## src/rtl/alu_shift_seq.sv

```systemverilog
// Multi-cycle shifter/rotator: moves at most STEP bit positions per clock,
// sequenced with a start/busy/done handshake.
module alu_shift_seq #(
  parameter int unsigned N    = 32,
  parameter int unsigned AW   = 5,
  parameter int unsigned STEP = 4
) (
  input  logic          clk,
  input  logic          rst,
  input  logic          start,
  input  logic [N-1:0]  A,
  input  logic [AW-1:0] amt,
  input  logic [2:0]    op,
  output logic          busy,
  output logic          done,
  output logic [N-1:0]  Z
);

  localparam int unsigned CW = AW + 1;

  typedef enum logic [1:0] {
    IDLE  = 2'b00,
    SHIFT = 2'b01,
    DONE  = 2'b10
  } state_t;

  localparam logic [2:0] OP_SLL = 3'b000;
  localparam logic [2:0] OP_SRL = 3'b001;
  localparam logic [2:0] OP_SRA = 3'b010;
  localparam logic [2:0] OP_ROL = 3'b011;
  localparam logic [2:0] OP_ROR = 3'b100;

  state_t        state;
  state_t        next_state;
  logic [N-1:0]  work;
  logic [AW-1:0] count;
  logic [2:0]    mode;
  logic          sign;

  logic          accept;
  logic          last;
  logic [AW-1:0] k;
  logic [N-1:0]  shifted;
  logic [2*N-1:0] rot_l;
  logic [2*N-1:0] rot_r;
  logic          busy_nxt;
  logic          done_nxt;

  // A request is only taken when no operation is in flight.
  assign accept = start && ((state == IDLE) || (state == DONE));

  // Final step when the remaining count fits in one clock.
  assign last = ({1'b0, count} <= CW'(STEP));
  assign k    = last ? count : AW'(STEP);

  // One step of the selected mode by k positions.
  always_comb begin
    shifted = work;
    rot_l   = {work, work} << k;
    rot_r   = {work, work} >> k;
    case (mode)
      OP_SLL:  shifted = work << k;
      OP_SRL:  shifted = work >> k;
      OP_SRA:  shifted = (work >> k) | (sign ? ~({N{1'b1}} >> k) : {N{1'b0}});
      OP_ROL:  shifted = rot_l[2*N-1:N];
      OP_ROR:  shifted = rot_r[N-1:0];
      default: shifted = work;
    endcase
  end

  // State register.
  always_ff @(posedge clk or posedge rst) begin
    if (rst) begin
      state <= IDLE;
    end else begin
      state <= next_state;
    end
  end

  // Next-state logic; unused encodings fall back to IDLE.
  always_comb begin
    next_state = state;
    case (state)
      IDLE:    if (start) next_state = SHIFT;
      SHIFT:   if (last)  next_state = DONE;
      DONE:    next_state = start ? SHIFT : IDLE;
      default: next_state = IDLE;
    endcase
  end

  // Handshake flags decoded from the upcoming state.
  always_comb begin
    busy_nxt = 1'b0;
    done_nxt = 1'b0;
    case (next_state)
      SHIFT:   busy_nxt = 1'b1;
      DONE:    done_nxt = 1'b1;
      default: ;
    endcase
  end

  // Registered handshake outputs.
  always_ff @(posedge clk or posedge rst) begin
    if (rst) begin
      busy <= 1'b0;
      done <= 1'b0;
    end else begin
      busy <= busy_nxt;
      done <= done_nxt;
    end
  end

  // Datapath: capture on accept, step while shifting, publish on the last step.
  // PASS modes load a zero count so they finish in a single step like amt=0.
  always_ff @(posedge clk or posedge rst) begin
    if (rst) begin
      work  <= '0;
      count <= '0;
      mode  <= '0;
      sign  <= 1'b0;
      Z     <= '0;
    end else if (accept) begin
      work  <= A;
      count <= (op > OP_ROR) ? '0 : amt;
      mode  <= op;
      sign  <= A[N-1];
    end else if (state == SHIFT) begin
      work  <= shifted;
      count <= count - k;
      if (last) Z <= shifted;
    end
  end

endmodule

```

## config.mk

```make
export PLATFORM = sky130hd
export DESIGN_NAME = alu_shift_seq
export DESIGN_NICKNAME = d
export VERILOG_FILES = /design/src/rtl/alu_shift_seq.sv
export SDC_FILE = /design/constraint.sdc
export NUM_CORES = 1
export LEC_CHECK = 0
export CORE_ASPECT_RATIO = 0.7
export CORE_MARGIN = 2
export CORE_UTILIZATION = 60
export CTS_CLUSTER_SIZE = 10
export DETAILED_ROUTE_END_ITERATION = 10
export PLACE_DENSITY = 0.85
export SLEW_MARGIN = 20
export SYNTH_ARGS = -nofsm -noshare
export SYNTH_HDL_FRONTEND = slang
export SYNTH_SLANG_ARGS = --single-unit
```

## constraint.sdc

```tcl
create_clock -name clk -period 4.55 [get_ports clk]
set_input_delay 0.6825 -clock clk [delete_from_list [all_inputs] [get_ports clk]]
set_output_delay 0.6825 -clock clk [all_outputs]
set_load 0.02 [all_outputs]
```

==> reports/results.txt, run 1 <==
CP required - 4.84 ns
Initial Utilization - 61.9%
Final nets - 857
CTS tree - built
Clock Skew - 0.00947 ns
DRC errors left - 0
post-synth top area cell - dfrtp_1
Synth cell types - 78
setup_tns - 0 ns
post-route setup slack - 1.31 ns
initial antenna violation count - 0
fraction of layout cells with a size suffix above 1 - 10.3%
Fmax - 0.309 GHz
Seq cells post-synth - 77
Worst EP arrival - 3.52 ns
most common cell in the synthesized netlist - nand2_1
FILL cells - 811
grt ovf - 0
Worst path slowest cell - or4b_2
dpl ws - 1.40 ns
Min Clock Period, post-route - 3.24 ns
max_slew headroom - 22.2%
ys flop type - dfrtp_1
PostCTS Resize Cnt - 0
Post-CTS Setup Repair Bufs - 0
EDFF count, synth - 0
Chip Width - 128 µm
Post-synth top cells - nand2_1, dfrtp_1, clkbuf_1, o21ai_0, mux2i_1
WHS - 0.480 ns
first-pass GRT wire length - 39.4 mm
CTS Hold Buffers Added - 0
detailed-router iteration count before antenna repair - 9
Startpoint Class - register
multi-input logic area - 0.00404 mm²
CTS Buffer Depth - 2
clock transition at the registers of the reported paths - 0.07 ns
Sequential cell area - 0.00193 mm²
CP max stage delay - 0.97 ns
core area - 0.0104 mm²
endpoints failing setup - 0
register area share after synthesis - 29.9%
First DRT Iteration DRCs - 1180
area grow syn2layout - 16.4%
largest net degree at the start of global routing - 43
Die Area - 0.0116 mm²
Final ANT Viol Nets - 0
final WL - 24.8 mm
Via density - 7.71
total global-route track usage - 44.0%
cells after synthesis - 790
Slew Limit Fails - 0
Hold Fails Final Rpt - 0
Avg Inst Size Synth - 8.15 µm²
WL per Instance - 26.1 µm
Ant. Diodes - 0
chip height - 90.7 µm
Port Buffers - 76
Clk Latency, worst-skew pair - 0.35 ns
Worst-Margin Slew - 1.16 ns
worst path bufs/invs - 1
Sink Count - 77
worst min path class - register to register
CP delay by family, top - compound AO/OA/AOI/OAI gates
number of global-route vias before repair - 7076
Post-DP HPWL - 17.1 mm
io pins - 77
RSZ-0062 raised after global routing - no
Synth top area share - 29.9%
Post-Syn Nets - 834
critical path, cell by cell - or4b_2 -> buf_4 -> mux2i_1 -> a2111oi_1 -> a21oi_1 -> a221oi_1 -> a21o_1
Tcrit/Tclk final - 71.1%
Ys Warns - 0
post-placement cell count - 934
H-tree depth - 3
CP Class - register to register
Num CTS Buffers - 9
Clock Tree Root - clkbuf_16
non-filler instance count after layout - 950
critical path capture point type - register
Syn Std Cell Area - 0.00644 mm²
row cnt - 31
Vias - 7325
share of flip-flops with an asynchronous set or reset - 100%
Synth area leaders - dfrtp_1, mux2i_1, nand2_1
Final GP Congestion - 1.05
max-cap violations - 0
crit-path max FO - 20
status - completed
==> layer usage <==
metal,vias to the layer above,global-route usage (%),routed length [µm]
met3,143,15.5,4130
met4,0,20.4,1210
met5,-,0,0
met2,725,62.7,10300
li1,3060,-,-
met1,3397,59.7,9180
==> tightest hold or removal path, cell delays in order (launching register included) <==
cell	delay [ns]
dfrtp_1	0.34
nand2_1	0.05
nand3_1	0.05
==> flip-flops by register name, summed over array words and instances (netlist names) <==
signal,flops
Z,32
busy,1
count,5
done,1
mode,3
sign,1
state,2
work,32
==> cell families (layout without fill, tap and decap cells) <==
kind of cell | after synthesis | after routing | share of synthesized area, %
xor+xnor | 2 | 2 | 0.272
flops | 77 | 77 | 29.9
other cells | 1 | 1 | 0.0583
mux | 64 | 64 | 12.0
simple gates | 241 | 241 | 17.5
compound gates | 294 | 294 | 32.4
buf+inv | 110 | 138 | 7.66
fa+ha+maj | 1 | 1 | 0.194
==> cell usage in the layout, fill, tap and decap left out, types with 7 or more instances in the layout <==
| cell type | n |
|---|---|
| mux2_2 | 7 |
| a21oi_1 | 38 |
| o22ai_1 | 17 |
| buf_4 | 31 |
| o221ai_1 | 7 |
| clkbuf_16 | 9 |
| nand2_1 | 113 |
| mux4_2 | 8 |
| inv_1 | 13 |
| o211ai_1 | 16 |
| a22oi_1 | 25 |
| a21o_1 | 10 |
| a31oi_1 | 22 |
| dfrtp_1 | 77 |
| a221oi_1 | 14 |
| mux2i_1 | 46 |
| o31ai_1 | 7 |
| nor3_1 | 11 |
| clkdlybuf4s50_1 | 76 |
| o21ai_0 | 47 |
| a211oi_1 | 13 |
| nor2_1 | 44 |
| nand3_1 | 28 |
| a22o_1 | 10 |
==> worst paths after layout <==
path / startpoint / to / slack, ns / cells after the start
min in group asynchronous: rst / work[9] / 0.77 / 2
setup / recovery: count[3] / Z[15] / 1.31 / 7
hold / removal: Z[10] / Z[10] / 0.48 / 2
max in group asynchronous: rst / Z[21] / 2.81 / 3
hold reg to reg: Z[10] / Z[10] / 0.48 / 2
setup reg to reg: count[3] / Z[15] / 1.31 / 7
==> cell type report <==
| type | count | share of cell area [%] |
|---|---|---|
| clock inverter | 6 | 0.952 |
| clock buffer | 10 | 3.19 |
| inverter | 15 | 0.768 |
| timing repair buffer | 107 | 13.3 |
| sequential | 77 | 25.7 |
| tap | 132 | 2.20 |
| multi-input combinational | 603 | 53.9 |
==> stage by stage <==
| step | utilization [%] | cell area, µm² |
|---|---|---|
| after detailed placement | 69.1 | 7180 |
| after floorplan | - | 6440 |
| after global routing | 72.1 | 7490 |
| after CTS | 72.1 | 7490 |
| final | 72.1 | 7490 |
| after global placement | 69.1 | 7180 |
Power of run 1 is left out: the tool's default activity adds up to more than one toggle a clock period on the data nets, which glitch-free logic cannot reach.
==> run 2: changes to the inputs <==
- CORE_UTILIZATION: 60 -> 52
- PLACE_DENSITY: 0.85 -> 0.78
- clock period: 4.55 -> 2.6 ns (I/O delays scaled with it)
==> run 2 against run 1 <==
Compared with the run above:
- the run now ends with negative setup slack left
- hold slack got worse by 0.049 ns
- flip-flop and latch count did not move
- fmax rose by 24%
- first-iteration DRC count fell by 15%
- setup slack got worse by 1.3 ns
- core utilization fell by 2.9 points
- via count rose by 1.7%
- cell area rose by 9.7%
- clock-buffer cell count fell by 1
- die area rose by 15%
- non-clock buffer count rose by 52
- critical endpoint is now work[26]
- highest routed layer unchanged
==> reports/results.txt, run 2 (synthesis results as in run 1) <==
status - finished, violations left
failing checks - negative setup slack
WL per Instance - 26.1 µm (about the same)
Worst path slowest cell - mux4_2
R2R depth - 9 (+2)
worst min path class - input pin to asynchronous set/reset pin
DRC errors left - 0 (unchanged)
total global-route track usage - 39.6% (-4.3 points)
Final ANT Viol Nets - 0 (unchanged)
Vias - 7450 (+1.7%)
CP max stage delay - 0.50 ns (-0.47 ns)
Largest regs - Z x32, work x32, count x5
non-filler instance count after layout - 1028 (+8.2%)
Post-DP HPWL - 18.1 mm (+5.4%)
Ant. Diodes - 0 (unchanged)
Clk Latency, worst-skew pair - 0.35 ns (about the same)
first-pass GRT wire length - 40.5 mm (+3.0%)
Final nets - 910 (+6.2%)
Port Buffers - 76 (unchanged)
Final GP Congestion - 0.987 (-5.6%)
Slew Limit Fails - 0 (unchanged)
Worst EP arrival - 2.83 ns (-0.69 ns)
post-route setup slack - -0.00487 ns (-1.32 ns)
final WL - 26.9 mm (+8.3%)
worst path bufs/invs - 4 (+3)
Chip Width - 137 µm (+7.2%)
Hold Fails Final Rpt - 0 (unchanged)
core area - 0.0119 mm² (+14%)
Critical R2R Capture - work[26]
Clock Skew - 0.00881 ns (-0.000666 ns)
CTS Buffer Depth - 2 (unchanged)
critical path capture point type - register
CTS Hold Buffers Added - 0 (unchanged)
number of global-route vias before repair - 7004 (-1.0%)
Startpoint Class - register
CP dominant cell by count - buf_6
internal reg-to-reg setup slack - -0.005 ns (-1.32 ns)
Tcrit/Tclk final - 100% (+29 points)
H-tree depth - 3 (unchanged)
Initial Utilization - 54.1% (-7.8 points)
Num CTS Buffers - 9 (unchanged)
post-placement cell count - 1007 (+7.8%)
max-cap violations - 0 (unchanged)
commonest non-fill, non-tap cell in the layout - nand2_1
max_slew headroom - 53.6% (+31 points)
Clock Tree Root - clkbuf_16
detailed-router iteration count before antenna repair - 6 (-3)
CP Class - register to register
row cnt - 33 (+6.5%)
Worst-Margin Slew - 0.689 ns (-0.470 ns)
CTS tree - built
Sequential cell area - 0.00193 mm² (+0.13%)
Via density - 7.25 (-6.0%)
Sink Count - 77 (unchanged)
endpoints failing setup - 1 (+1)
crit-path max FO - 5 (-75%)
area grow syn2layout - 27.7%
First DRT Iteration DRCs - 1002 (-15%)
chip height - 97.1 µm (+7.1%)
fraction of layout cells with a size suffix above 1 - 18.0% (+7.8 points)
most frequent cells in the layout - nand2_1, clkdlybuf4s50_1, dfrtp_1
critical path, cell by cell - buf_4 -> nor4b_4 -> buf_6 -> buf_6 -> mux4_2 -> a221oi_2 -> a31oi_2 -> a222oi_1 -> inv_1
CP delay by family, top - compound AO/OA/AOI/OAI gates
Die Area - 0.0133 mm² (+15%)
Core Util, Final - 69.1% (-2.9 points)
RSZ-0062 raised after global routing - yes
grt ovf - 0 (unchanged)
CP required - 2.83 ns (-2.01 ns)
largest net degree at the start of global routing - 78 (+81%)
Min Clock Period, post-route - 2.60 ns (-0.630 ns)
multi-input logic area - 0.00415 mm² (+2.7%)
clock transition at the registers of the reported paths - 0.07 ns (about the same)
io pins - 77 (unchanged)
Reg2Reg Launch Point - count[3]
FILL cells - 952 (+17%)
Fmax - 0.384 GHz (+24%)
initial antenna violation count - 0 (unchanged)
[run 2: cell count changes in the layout (fill, tap and decap cells not counted), sizes merged]
cell | previous run | this run
buf | 31 | 82
bufinv | 1 | 3
clkinv | 3 | 4
clkinvlp | 2 | 1
inv | 15 | 14
or4b | 3 | 4
[run 2: cell type report]
class / count / share of cell area (%)
flip-flops and latches: 77 / 23.5
multi-input cells: 604 / 50.5
clock inverters: 7 / 1.51
well taps: 157 / 2.39
repair buffers: 159 / 18.7
inverters: 15 / 0.700
clock buffers: 9 / 2.74
[run 2: worst reg2reg max path: cells and delay by family, from the launching register on]
family                 cells  cell delay [ns]
DFF                        1             0.41
and+or+nand+nor            1             0.31
AOI/OAI and AO/OA          3             0.67
buffers and inverters      4             0.59
muxes                      1             0.50
[run 2: how the worst max path moves through the flow]
stage	start	end	slack [ns]	cells past startpoint
after detailed placement	count[3]	Z[13]	-0.06	8
after global placement	count[3]	Z[17]	-0.0004	9
final	count[3]	work[26]	-0.005	9
after global routing	count[3]	work[26]	-0.05	9
after CTS	count[3]	work[26]	-0.007	7
after floorplan	count[2]	count[2]	0.14	11
[run 2: through the flow]
stage                      TNS (ns)  area [µm²]  hold slack (ns)  setup slack, ns
after floorplan                   0        6440            0.460            0.141
after global placement    -0.000377        7680            0.461        -0.000377
after detailed placement     -0.221        7680            0.470          -0.0580
after CTS                  -0.00715        8080            0.483         -0.00715
after global routing         -0.337        8220            0.486          -0.0485
final                      -0.00487        8220            0.431         -0.00487
[run 2: what timing repair did]
item / CTS / global route
setup endpoints to repair: 12 / 37
resized for setup: 11 / 23
cloned: 0 / 2
pin swaps: 1 / 2
setup buffers: 0 / 3
[run 2: routing by layer]
| metal | wire, µm | global-route usage (%) |
|---|---|---|
| met5 | 0 | 0 |
| met3 | 3890 | 10.9 |
| met4 | 1040 | 14.2 |
| met1 | 10900 | 58.0 |
| met2 | 11000 | 55.6 |
Power of run 2 is left out for the same reason.
